<file path="config.mk">
export PLATFORM = sky130hd
export DESIGN_NAME = alu_exec_stage_flat
export DESIGN_NICKNAME = d
export VERILOG_FILES = /design/src/rtl/alu_exec_stage_if.sv /design/src/rtl/alu_exec_stage.sv /design/src/flat_wrapper.sv
export SDC_FILE = /design/constraint.sdc
export NUM_CORES = 1
export LEC_CHECK = 0
export CAP_MARGIN = 20
export CORE_UTILIZATION = 56
export CTS_CLUSTER_DIAMETER = 60
export DETAILED_ROUTE_END_ITERATION = 8
export GPL_TIMING_DRIVEN = 0
export PLACE_DENSITY = 0.81
export SLEW_MARGIN = 25
export SYNTH_ARGS = -nofsm -noshare
export SYNTH_HDL_FRONTEND = slang
export SYNTH_SLANG_ARGS = --single-unit
</file>
<file path="constraint.sdc">
create_clock -name clk -period 3.63 [get_ports clk]
set_input_delay 0.5445 -clock clk [delete_from_list [all_inputs] [get_ports clk]]
set_output_delay 0.5445 -clock clk [all_outputs]
set_load 0.05 [all_outputs]
</file>
<file path="src/rtl/alu_exec_stage_if.sv">
// Bundle between the instruction sequencer, the execute stage and the peer ALU.
// The stage uses the slave view; the sequencer/ALU side uses the master view.
interface alu_exec_stage_if #(
  parameter int N    = 8,
  parameter int REGS = 8
);
  localparam int AW = $clog2(REGS);

  logic          in_valid;
  logic          in_ready;
  logic [2:0]    in_op;
  logic [AW-1:0] in_ra;
  logic [AW-1:0] in_rb;
  logic [AW-1:0] in_rd;
  logic          in_wr_en;
  logic          in_use_carry;

  logic          ld_valid;
  logic [AW-1:0] ld_addr;
  logic [N-1:0]  ld_data;

  logic [N-1:0]  alu_a;
  logic [N-1:0]  alu_b;
  logic [2:0]    alu_op;
  logic          alu_carry_in;
  logic [N-1:0]  alu_c;
  logic          alu_carry_out;
  logic          alu_a_gt_b;
  logic          alu_a_eq_b;
  logic          alu_c_eq_zero;

  logic          retire_valid;
  logic [N-1:0]  retire_data;
  logic          flag_carry;
  logic          flag_gt;
  logic          flag_eq;
  logic          flag_zero;

  logic [AW-1:0] dbg_addr;
  logic [N-1:0]  dbg_data;

  modport slave (
    input  in_valid, in_op, in_ra, in_rb, in_rd, in_wr_en, in_use_carry,
    output in_ready,
    input  ld_valid, ld_addr, ld_data,
    output alu_a, alu_b, alu_op, alu_carry_in,
    input  alu_c, alu_carry_out, alu_a_gt_b, alu_a_eq_b, alu_c_eq_zero,
    output retire_valid, retire_data,
    output flag_carry, flag_gt, flag_eq, flag_zero,
    input  dbg_addr,
    output dbg_data
  );

  modport master (
    output in_valid, in_op, in_ra, in_rb, in_rd, in_wr_en, in_use_carry,
    input  in_ready,
    output ld_valid, ld_addr, ld_data,
    input  alu_a, alu_b, alu_op, alu_carry_in,
    output alu_c, alu_carry_out, alu_a_gt_b, alu_a_eq_b, alu_c_eq_zero,
    input  retire_valid, retire_data,
    input  flag_carry, flag_gt, flag_eq, flag_zero,
    output dbg_addr,
    input  dbg_data
  );
endinterface

</file>
<file path="src/rtl/alu_exec_stage.sv">
// Execute/writeback stage around an external combinational ALU: accept -> one execute cycle -> regfile/flags at the next edge.
// in_ready = !ld_valid (loads take priority); dependent instructions issue back-to-back through the ALU-result bypass.
module alu_exec_stage #(
  parameter int  N    = 8,
  parameter int  REGS = 8,
  localparam int AW   = $clog2(REGS)
) (
  input logic             clk,
  input logic             reset,
  alu_exec_stage_if.slave bus
);

  logic [N-1:0]  regs_q [REGS];

  logic          ex_valid_q, ex_valid_d;
  logic [2:0]    ex_op_q, ex_op_d;
  logic [AW-1:0] ex_rd_q, ex_rd_d;
  logic          ex_wr_en_q, ex_wr_en_d;
  logic [N-1:0]  ex_a_q, ex_a_d;
  logic [N-1:0]  ex_b_q, ex_b_d;
  logic          ex_c_q, ex_c_d;

  logic          flag_carry_q, flag_gt_q, flag_eq_q, flag_zero_q;

  logic          accept;
  logic          byp_a, byp_b;
  logic          carry_src;
  logic          wb_en;

  assign bus.in_ready = !bus.ld_valid;
  assign accept       = bus.in_valid && bus.in_ready;
  assign wb_en        = ex_valid_q && ex_wr_en_q;

  // The instruction in execute has not written back yet, so its result comes from the ALU.
  assign byp_a     = wb_en && (bus.in_ra == ex_rd_q);
  assign byp_b     = wb_en && (bus.in_rb == ex_rd_q);
  assign carry_src = ex_valid_q ? bus.alu_carry_out : flag_carry_q;

  always_comb begin
    ex_valid_d = accept;
    ex_op_d    = ex_op_q;
    ex_rd_d    = ex_rd_q;
    ex_wr_en_d = ex_wr_en_q;
    ex_a_d     = ex_a_q;
    ex_b_d     = ex_b_q;
    ex_c_d     = ex_c_q;
    if (accept) begin
      ex_op_d    = bus.in_op;
      ex_rd_d    = bus.in_rd;
      ex_wr_en_d = bus.in_wr_en;
      ex_a_d     = byp_a ? bus.alu_c : regs_q[bus.in_ra];
      ex_b_d     = byp_b ? bus.alu_c : regs_q[bus.in_rb];
      ex_c_d     = bus.in_use_carry ? carry_src : 1'b0;
    end
  end

  always_ff @(posedge clk or posedge reset) begin
    if (reset) begin
      ex_valid_q <= 1'b0;
      ex_op_q    <= '0;
      ex_rd_q    <= '0;
      ex_wr_en_q <= 1'b0;
      ex_a_q     <= '0;
      ex_b_q     <= '0;
      ex_c_q     <= 1'b0;
    end else begin
      ex_valid_q <= ex_valid_d;
      ex_op_q    <= ex_op_d;
      ex_rd_q    <= ex_rd_d;
      ex_wr_en_q <= ex_wr_en_d;
      ex_a_q     <= ex_a_d;
      ex_b_q     <= ex_b_d;
      ex_c_q     <= ex_c_d;
    end
  end

  // A load at the same edge as a writeback to the same entry is younger and wins.
  always_ff @(posedge clk or posedge reset) begin
    if (reset) begin
      for (int i = 0; i < REGS; i++) regs_q[i] <= '0;
    end else begin
      for (int i = 0; i < REGS; i++) begin
        if (bus.ld_valid && (bus.ld_addr == AW'(i))) regs_q[i] <= bus.ld_data;
        else if (wb_en && (ex_rd_q == AW'(i)))       regs_q[i] <= bus.alu_c;
      end
    end
  end

  always_ff @(posedge clk or posedge reset) begin
    if (reset) begin
      flag_carry_q <= 1'b0;
      flag_gt_q    <= 1'b0;
      flag_eq_q    <= 1'b0;
      flag_zero_q  <= 1'b0;
    end else if (ex_valid_q) begin
      flag_carry_q <= bus.alu_carry_out;
      flag_gt_q    <= bus.alu_a_gt_b;
      flag_eq_q    <= bus.alu_a_eq_b;
      flag_zero_q  <= bus.alu_c_eq_zero;
    end
  end

  assign bus.alu_a        = ex_valid_q ? ex_a_q  : '0;
  assign bus.alu_b        = ex_valid_q ? ex_b_q  : '0;
  assign bus.alu_op       = ex_valid_q ? ex_op_q : 3'b000;
  assign bus.alu_carry_in = ex_valid_q && ex_c_q;

  assign bus.retire_valid = ex_valid_q;
  assign bus.retire_data  = ex_valid_q ? bus.alu_c : '0;

  assign bus.flag_carry = flag_carry_q;
  assign bus.flag_gt    = flag_gt_q;
  assign bus.flag_eq    = flag_eq_q;
  assign bus.flag_zero  = flag_zero_q;

  assign bus.dbg_data = regs_q[bus.dbg_addr];

endmodule

</file>
<file path="src/flat_wrapper.sv">
// flat-port wrapper written by rule: the top's interface ports become plain ports
module alu_exec_stage_flat 
#(
  parameter int  N    = 8,
  parameter int  REGS = 8,
  localparam int AW   = $clog2(REGS)
)
  (clk, reset, bus_in_valid, bus_in_op, bus_in_ra, bus_in_rb, bus_in_rd, bus_in_wr_en, bus_in_use_carry, bus_in_ready, bus_ld_valid, bus_ld_addr, bus_ld_data, bus_alu_a, bus_alu_b, bus_alu_op, bus_alu_carry_in, bus_alu_c, bus_alu_carry_out, bus_alu_a_gt_b, bus_alu_a_eq_b, bus_alu_c_eq_zero, bus_retire_valid, bus_retire_data, bus_flag_carry, bus_flag_gt, bus_flag_eq, bus_flag_zero, bus_dbg_addr, bus_dbg_data);
  alu_exec_stage_if #(.N(N), .REGS(REGS)) bus_i ();
  input logic clk;
  input logic reset;
  input wire logic [$bits(bus_i.in_valid)-1:0] bus_in_valid;
  input wire logic [$bits(bus_i.in_op)-1:0] bus_in_op;
  input wire logic [$bits(bus_i.in_ra)-1:0] bus_in_ra;
  input wire logic [$bits(bus_i.in_rb)-1:0] bus_in_rb;
  input wire logic [$bits(bus_i.in_rd)-1:0] bus_in_rd;
  input wire logic [$bits(bus_i.in_wr_en)-1:0] bus_in_wr_en;
  input wire logic [$bits(bus_i.in_use_carry)-1:0] bus_in_use_carry;
  output wire logic [$bits(bus_i.in_ready)-1:0] bus_in_ready;
  input wire logic [$bits(bus_i.ld_valid)-1:0] bus_ld_valid;
  input wire logic [$bits(bus_i.ld_addr)-1:0] bus_ld_addr;
  input wire logic [$bits(bus_i.ld_data)-1:0] bus_ld_data;
  output wire logic [$bits(bus_i.alu_a)-1:0] bus_alu_a;
  output wire logic [$bits(bus_i.alu_b)-1:0] bus_alu_b;
  output wire logic [$bits(bus_i.alu_op)-1:0] bus_alu_op;
  output wire logic [$bits(bus_i.alu_carry_in)-1:0] bus_alu_carry_in;
  input wire logic [$bits(bus_i.alu_c)-1:0] bus_alu_c;
  input wire logic [$bits(bus_i.alu_carry_out)-1:0] bus_alu_carry_out;
  input wire logic [$bits(bus_i.alu_a_gt_b)-1:0] bus_alu_a_gt_b;
  input wire logic [$bits(bus_i.alu_a_eq_b)-1:0] bus_alu_a_eq_b;
  input wire logic [$bits(bus_i.alu_c_eq_zero)-1:0] bus_alu_c_eq_zero;
  output wire logic [$bits(bus_i.retire_valid)-1:0] bus_retire_valid;
  output wire logic [$bits(bus_i.retire_data)-1:0] bus_retire_data;
  output wire logic [$bits(bus_i.flag_carry)-1:0] bus_flag_carry;
  output wire logic [$bits(bus_i.flag_gt)-1:0] bus_flag_gt;
  output wire logic [$bits(bus_i.flag_eq)-1:0] bus_flag_eq;
  output wire logic [$bits(bus_i.flag_zero)-1:0] bus_flag_zero;
  input wire logic [$bits(bus_i.dbg_addr)-1:0] bus_dbg_addr;
  output wire logic [$bits(bus_i.dbg_data)-1:0] bus_dbg_data;
  assign bus_i.in_valid = bus_in_valid;
  assign bus_i.in_op = bus_in_op;
  assign bus_i.in_ra = bus_in_ra;
  assign bus_i.in_rb = bus_in_rb;
  assign bus_i.in_rd = bus_in_rd;
  assign bus_i.in_wr_en = bus_in_wr_en;
  assign bus_i.in_use_carry = bus_in_use_carry;
  assign bus_in_ready = bus_i.in_ready;
  assign bus_i.ld_valid = bus_ld_valid;
  assign bus_i.ld_addr = bus_ld_addr;
  assign bus_i.ld_data = bus_ld_data;
  assign bus_alu_a = bus_i.alu_a;
  assign bus_alu_b = bus_i.alu_b;
  assign bus_alu_op = bus_i.alu_op;
  assign bus_alu_carry_in = bus_i.alu_carry_in;
  assign bus_i.alu_c = bus_alu_c;
  assign bus_i.alu_carry_out = bus_alu_carry_out;
  assign bus_i.alu_a_gt_b = bus_alu_a_gt_b;
  assign bus_i.alu_a_eq_b = bus_alu_a_eq_b;
  assign bus_i.alu_c_eq_zero = bus_alu_c_eq_zero;
  assign bus_retire_valid = bus_i.retire_valid;
  assign bus_retire_data = bus_i.retire_data;
  assign bus_flag_carry = bus_i.flag_carry;
  assign bus_flag_gt = bus_i.flag_gt;
  assign bus_flag_eq = bus_i.flag_eq;
  assign bus_flag_zero = bus_i.flag_zero;
  assign bus_i.dbg_addr = bus_dbg_addr;
  assign bus_dbg_data = bus_i.dbg_data;
  alu_exec_stage #(.N(N), .REGS(REGS)) u_core (.clk(clk), .reset(reset), .bus(bus_i));
endmodule
</file>
==> Word level (Yosys, flattened, before mapping) <==
Index checks and enable logic that the tools add are counted.
{ "word_totals": {"reg_bits": 93, "latchBits": 0, "ramBits": 0, "rom_bits": 0, "input_bits": 44, "output_inout_bits": 42, "n_memories": 0} }
{ "op_classes": {"n_addsub": 0, "n_mul": 0, "n_div": 0, "order_cmp": 3, "eq_ne": 16, "n_shift": 0, "mux": 33, "bitwise_logic": 3, "reduce_logical": 32} }
{ "op_table": {"columns": ["cell", "count"], "rows": [
  ["8-bit two-way mux", 27],
  ["8-bit binary-select mux with 3-bit select", 3],
  ["3-bit equality test (second input constant)", 8],
  ["1-bit logical AND", 21],
  ["2-bit nonzero test", 8],
  ["3-bit by 2-bit equality test with 1-bit output (second input constant)", 4],
  ["4-bit >= comparator (second input constant)", 3],
  ["3-bit NOT with 4-bit output", 3],
  ["3-bit by 1-bit equality test with 1-bit output (second input constant)", 2],
  ["3-bit equality test", 2],
  ["3-bit zero test", 2],
  ["3-bit two-way mux", 1],
  ["1-bit two-way mux", 2],
  ["1-bit zero test", 1]
]} }

==> Longest topological paths before layout <==
{ "logic_depth": {"depth_word": 5, "mapped_depth": 7, "depth_no_buf": 4} }

==> Worst setup path after synthesis <==
Ideal clock, no wire load.
{ "synth_path": {"kind": "input -> output", "from": "input port bus_dbg_addr[0]", "to": "output port bus_dbg_data[0]", "arrival_ns": 1.877, "setup_slack_ns": 1.209, "cell_stages": 4, "cell_sequence": "buf_2 -> buf_4 -> mux4_2 -> mux2_2"} }
{ "synth_via": {"elab_chain_cells": 4} }
{ "synth_rtl": {"columns": ["element", "line_no", "source"], "rows": [
  ["start: declaration", "flat_wrapper.sv:38", "input wire logic [$bits(bus_i.dbg_addr)-1:0] bus_dbg_addr;"],
  ["3-bit NOT with 4-bit output (implied by the code)", "alu_exec_stage.sv:116", "assign bus.dbg_data = regs_q[bus.dbg_addr];"],
  ["8-bit binary-select mux with 3-bit select", "alu_exec_stage.sv:116", null],
  ["8-bit two-way mux (implied by the code) (2 in a row)", "alu_exec_stage.sv:116", null],
  ["end: declaration", "flat_wrapper.sv:39", "output wire logic [$bits(bus_i.dbg_data)-1:0] bus_dbg_data;"]
]} }
Every way passes these cells. The select of a mux whose other input is x is not followed.

==> Worst setup path after layout <==
{ "layout_path": {"from": "input port bus_dbg_addr[1]", "to": "output port bus_dbg_data[6]"} }
Same word-level chain as after synthesis.

==> reports/qor.csv <==
metric,value,unit
yosys_warnings,0,
dr.max_layer_used,met4,
synth_area_leaders,"dfrtp_1 (36%), mux2_2 (23%), mux4_2 (17%)",
synthArstFlopShare,1.000,
drive_gt1_frac,0.4433,
post-route-min-period,3475,ps
cts_root_buffer,clkbuf_16,
setup_viol_count_final,0,
wl_met3,1103,µm
grt_util_all_layers,0.3263,
routedWlPerCell,25.42,µm
outcome,"finished, final reports clean",
clk-insertion-delay-late,360,ps
met2WireLength,9028,µm
die_x,108.8,µm
tightest_slew,870.6,ps
path_max_fanout,10,
cts_tree,yes,
hold_buffers,0,
htreeDepth,3,
drc_errors,0,
worstPathCellList,"buf_2, clkbuf_1, mux4_2, mux2_2, clkdlybuf4s50_1",
first_pass_iters,5,
synthTopCellsByCount,"mux2_2 (132), dfrtp_1 (93), mux4_2 (48)",
critPathKind,primary input to output pin,
end_kind,output pin,
cp_num_buf_inv,3,
grt_max_degree,50,
drt_iter0_drc,247,
port_buffers,65,
synth_edf_count,0,
wl_met1,6982,µm
synth_top_area_share,0.3646,
finalMaxSlewViolations,0,
syn_area,6384,µm²
rsz0062_at_grt,false,
place_ws,252.8,ps
drt.antenna.violating_nets,0,
worst_slack,155.2,ps
finalHoldViolCount,0,
period_share,0.9572,
cp_data_arrival_time,2930,ps
fin_cells,704,
dpl.cell_count,688,
finalNetCount,603,
yosysUniqueCellTypes,39,
rows,38,
yosys.area.top_type,dfrtp_1,
synth.most_common_cell,mux2_2,
dieArea,11830,µm²
synthCells,482,
fmax,0.2878,GHz
vias,4685,
rrSetupSlack,1610,ps
p_leak,3.042,nW
cpPeakStageDelay,710,ps
slew_headroom,0.4172,
synth_nets,526,
cp_slowest_cell,clkdlybuf4s50_1,
synth_area_per_cell,13.24,µm²
path_clk_slew,60,ps
worst_ep_required_time,3090,ps
ys_ff_latch,93,
cts_setup_buffers,0,
via_per_inst,6.655,
nFillCells,749,
p_per_area,535.1,nW/µm²
ir_worst_vdd,0.0002439,V
core,10980,µm²
critPathLaunchType,primary input,
clock_path_buffers,2,
grt_pass1_wl,27700,µm
min_path_type,flip-flop to flip-flop,
place_hpwl,12180,µm
first_global_vias,4832,
cts_resized,0,
crit_family,buffers and inverters,
antenna_found_initial,0,
whs,462.4,ps
start_util,0.5812,
grt_overflow,0,
cap_violations,0,
routed_wl,17890,µm
area.growth.synth_to_final,18.56,%
routabilityCongestion,0.8556,
diodes,0,
cts.sinks,93,
clock_skew,14.45,ps
die_h,108.8,µm
cts_made_buffers,9,
seq_area_frac_synth,0.3646,
synth-main-ff-cell,dfrtp_1,
io_pins,86,
kinds of logic after synthesis:
kind of cell / after synthesis / synth area share
AOI/OAI and AO/OA: 29 / 0.04351
and+or+nand+nor: 89 / 0.08271
DFF: 93 / 0.3646
xor gates and xnor gates: 12 / 0.01646
buffers and inverters: 55 / 0.04665
muxes: 204 / 0.4461
per-stage QoR:
stage	util	area, µm²	power [mW]	TNS [ps]
3_3_place_gp	0.6564	7209	2.892	-74010
6_report	0.6891	7569	4.050	0
3_5_place_dp	0.6594	7242	2.972	0
4_1_cts	0.6891	7569	4.017	0
5_1_grt	0.6891	7569	4.197	0
2_1_floorplan	-	6384	2.556	0
metal layers:
metal  vias up  GRT usage
met3        68    0.04842
li1       1980          -
met5         -          0
met2       240     0.5470
met4         0     0.1766
met1      2397     0.4080
report_power, final:
part | switching, mW | internal (mW)
clock network | 0.421 | 0.640
registers | 0.265 | 1.31
logic | 0.662 | 0.750
total | 1.35 | 2.70
state kept, by name (all words and copies together) (netlist names):
register	cells
u_core.bus.flag_zero	1
u_core.ex_rd_q	3
u_core.bus.flag_eq	1
u_core.ex_b_q	8
u_core.regs_q	64
u_core.bus.flag_carry	1
u_core.bus.flag_gt	1
u_core.ex_a_q	8
u_core.ex_c_q	1
u_core.ex_wr_en_q	1
u_core.ex_op_q	3
u_core.bus.retire_valid	1
final cells by class:
cell class              count  area, µm²  area share
plain buffers              43      252.7     0.03339
clock buffers              12      256.5     0.03389
clock inverters             4      70.07    0.009258
inverters                  12      50.05    0.006613
multi-input cells         334       3759      0.4966
flip-flops and latches     93       2327      0.3075
well taps                 140      175.2     0.02314
repair buffers             66      678.2     0.08960
layout by cell type, fill, tap and decap left out, types with 3 or more instances in the layout:
cell type        count
a221oi_1             8
and2_1              29
buf_1                9
buf_2               16
buf_4                5
buf_6                7
clkbuf_1             7
clkbuf_16            9
clkdlybuf4s50_1     65
dfrtp_1             93
inv_1               10
mux2_2             132
mux2_4               8
mux2i_1             16
mux4_2              48
nand2_1             31
nand2b_1             3
nand4b_2             3
nor2_1               9
o21ai_2              4
o221ai_1             8
xnor2_1              6
xor2_1               6
final timing paths:
check                      cells past startpoint                       endpoint                               from
min reg2reg                                    2      u_core.ex_c_q$_DFFE_PP0P_          u_core.ex_c_q$_DFFE_PP0P_
max                                            5                bus_dbg_data[6]                    bus_dbg_addr[1]
min in group asynchronous                      2  u_core.regs_q[62]$_DFFE_PP0P_                              reset
max reg2reg                                    4  u_core.regs_q[41]$_DFFE_PP0P_  u_core.bus.retire_valid$_DFF_PP0_
min                                            2      u_core.ex_c_q$_DFFE_PP0P_          u_core.ex_c_q$_DFFE_PP0P_
max in group asynchronous                      3  u_core.regs_q[34]$_DFFE_PP0P_                              reset
worst min-delay path: cells and delay by family (launching register included):
| family | cells | cell delay, ps |
|---|---|---|
| AND/OR/NAND/NOR | 2 | 100 |
| flip-flops | 1 | 330 |
(Power assumes the default switching activity.)
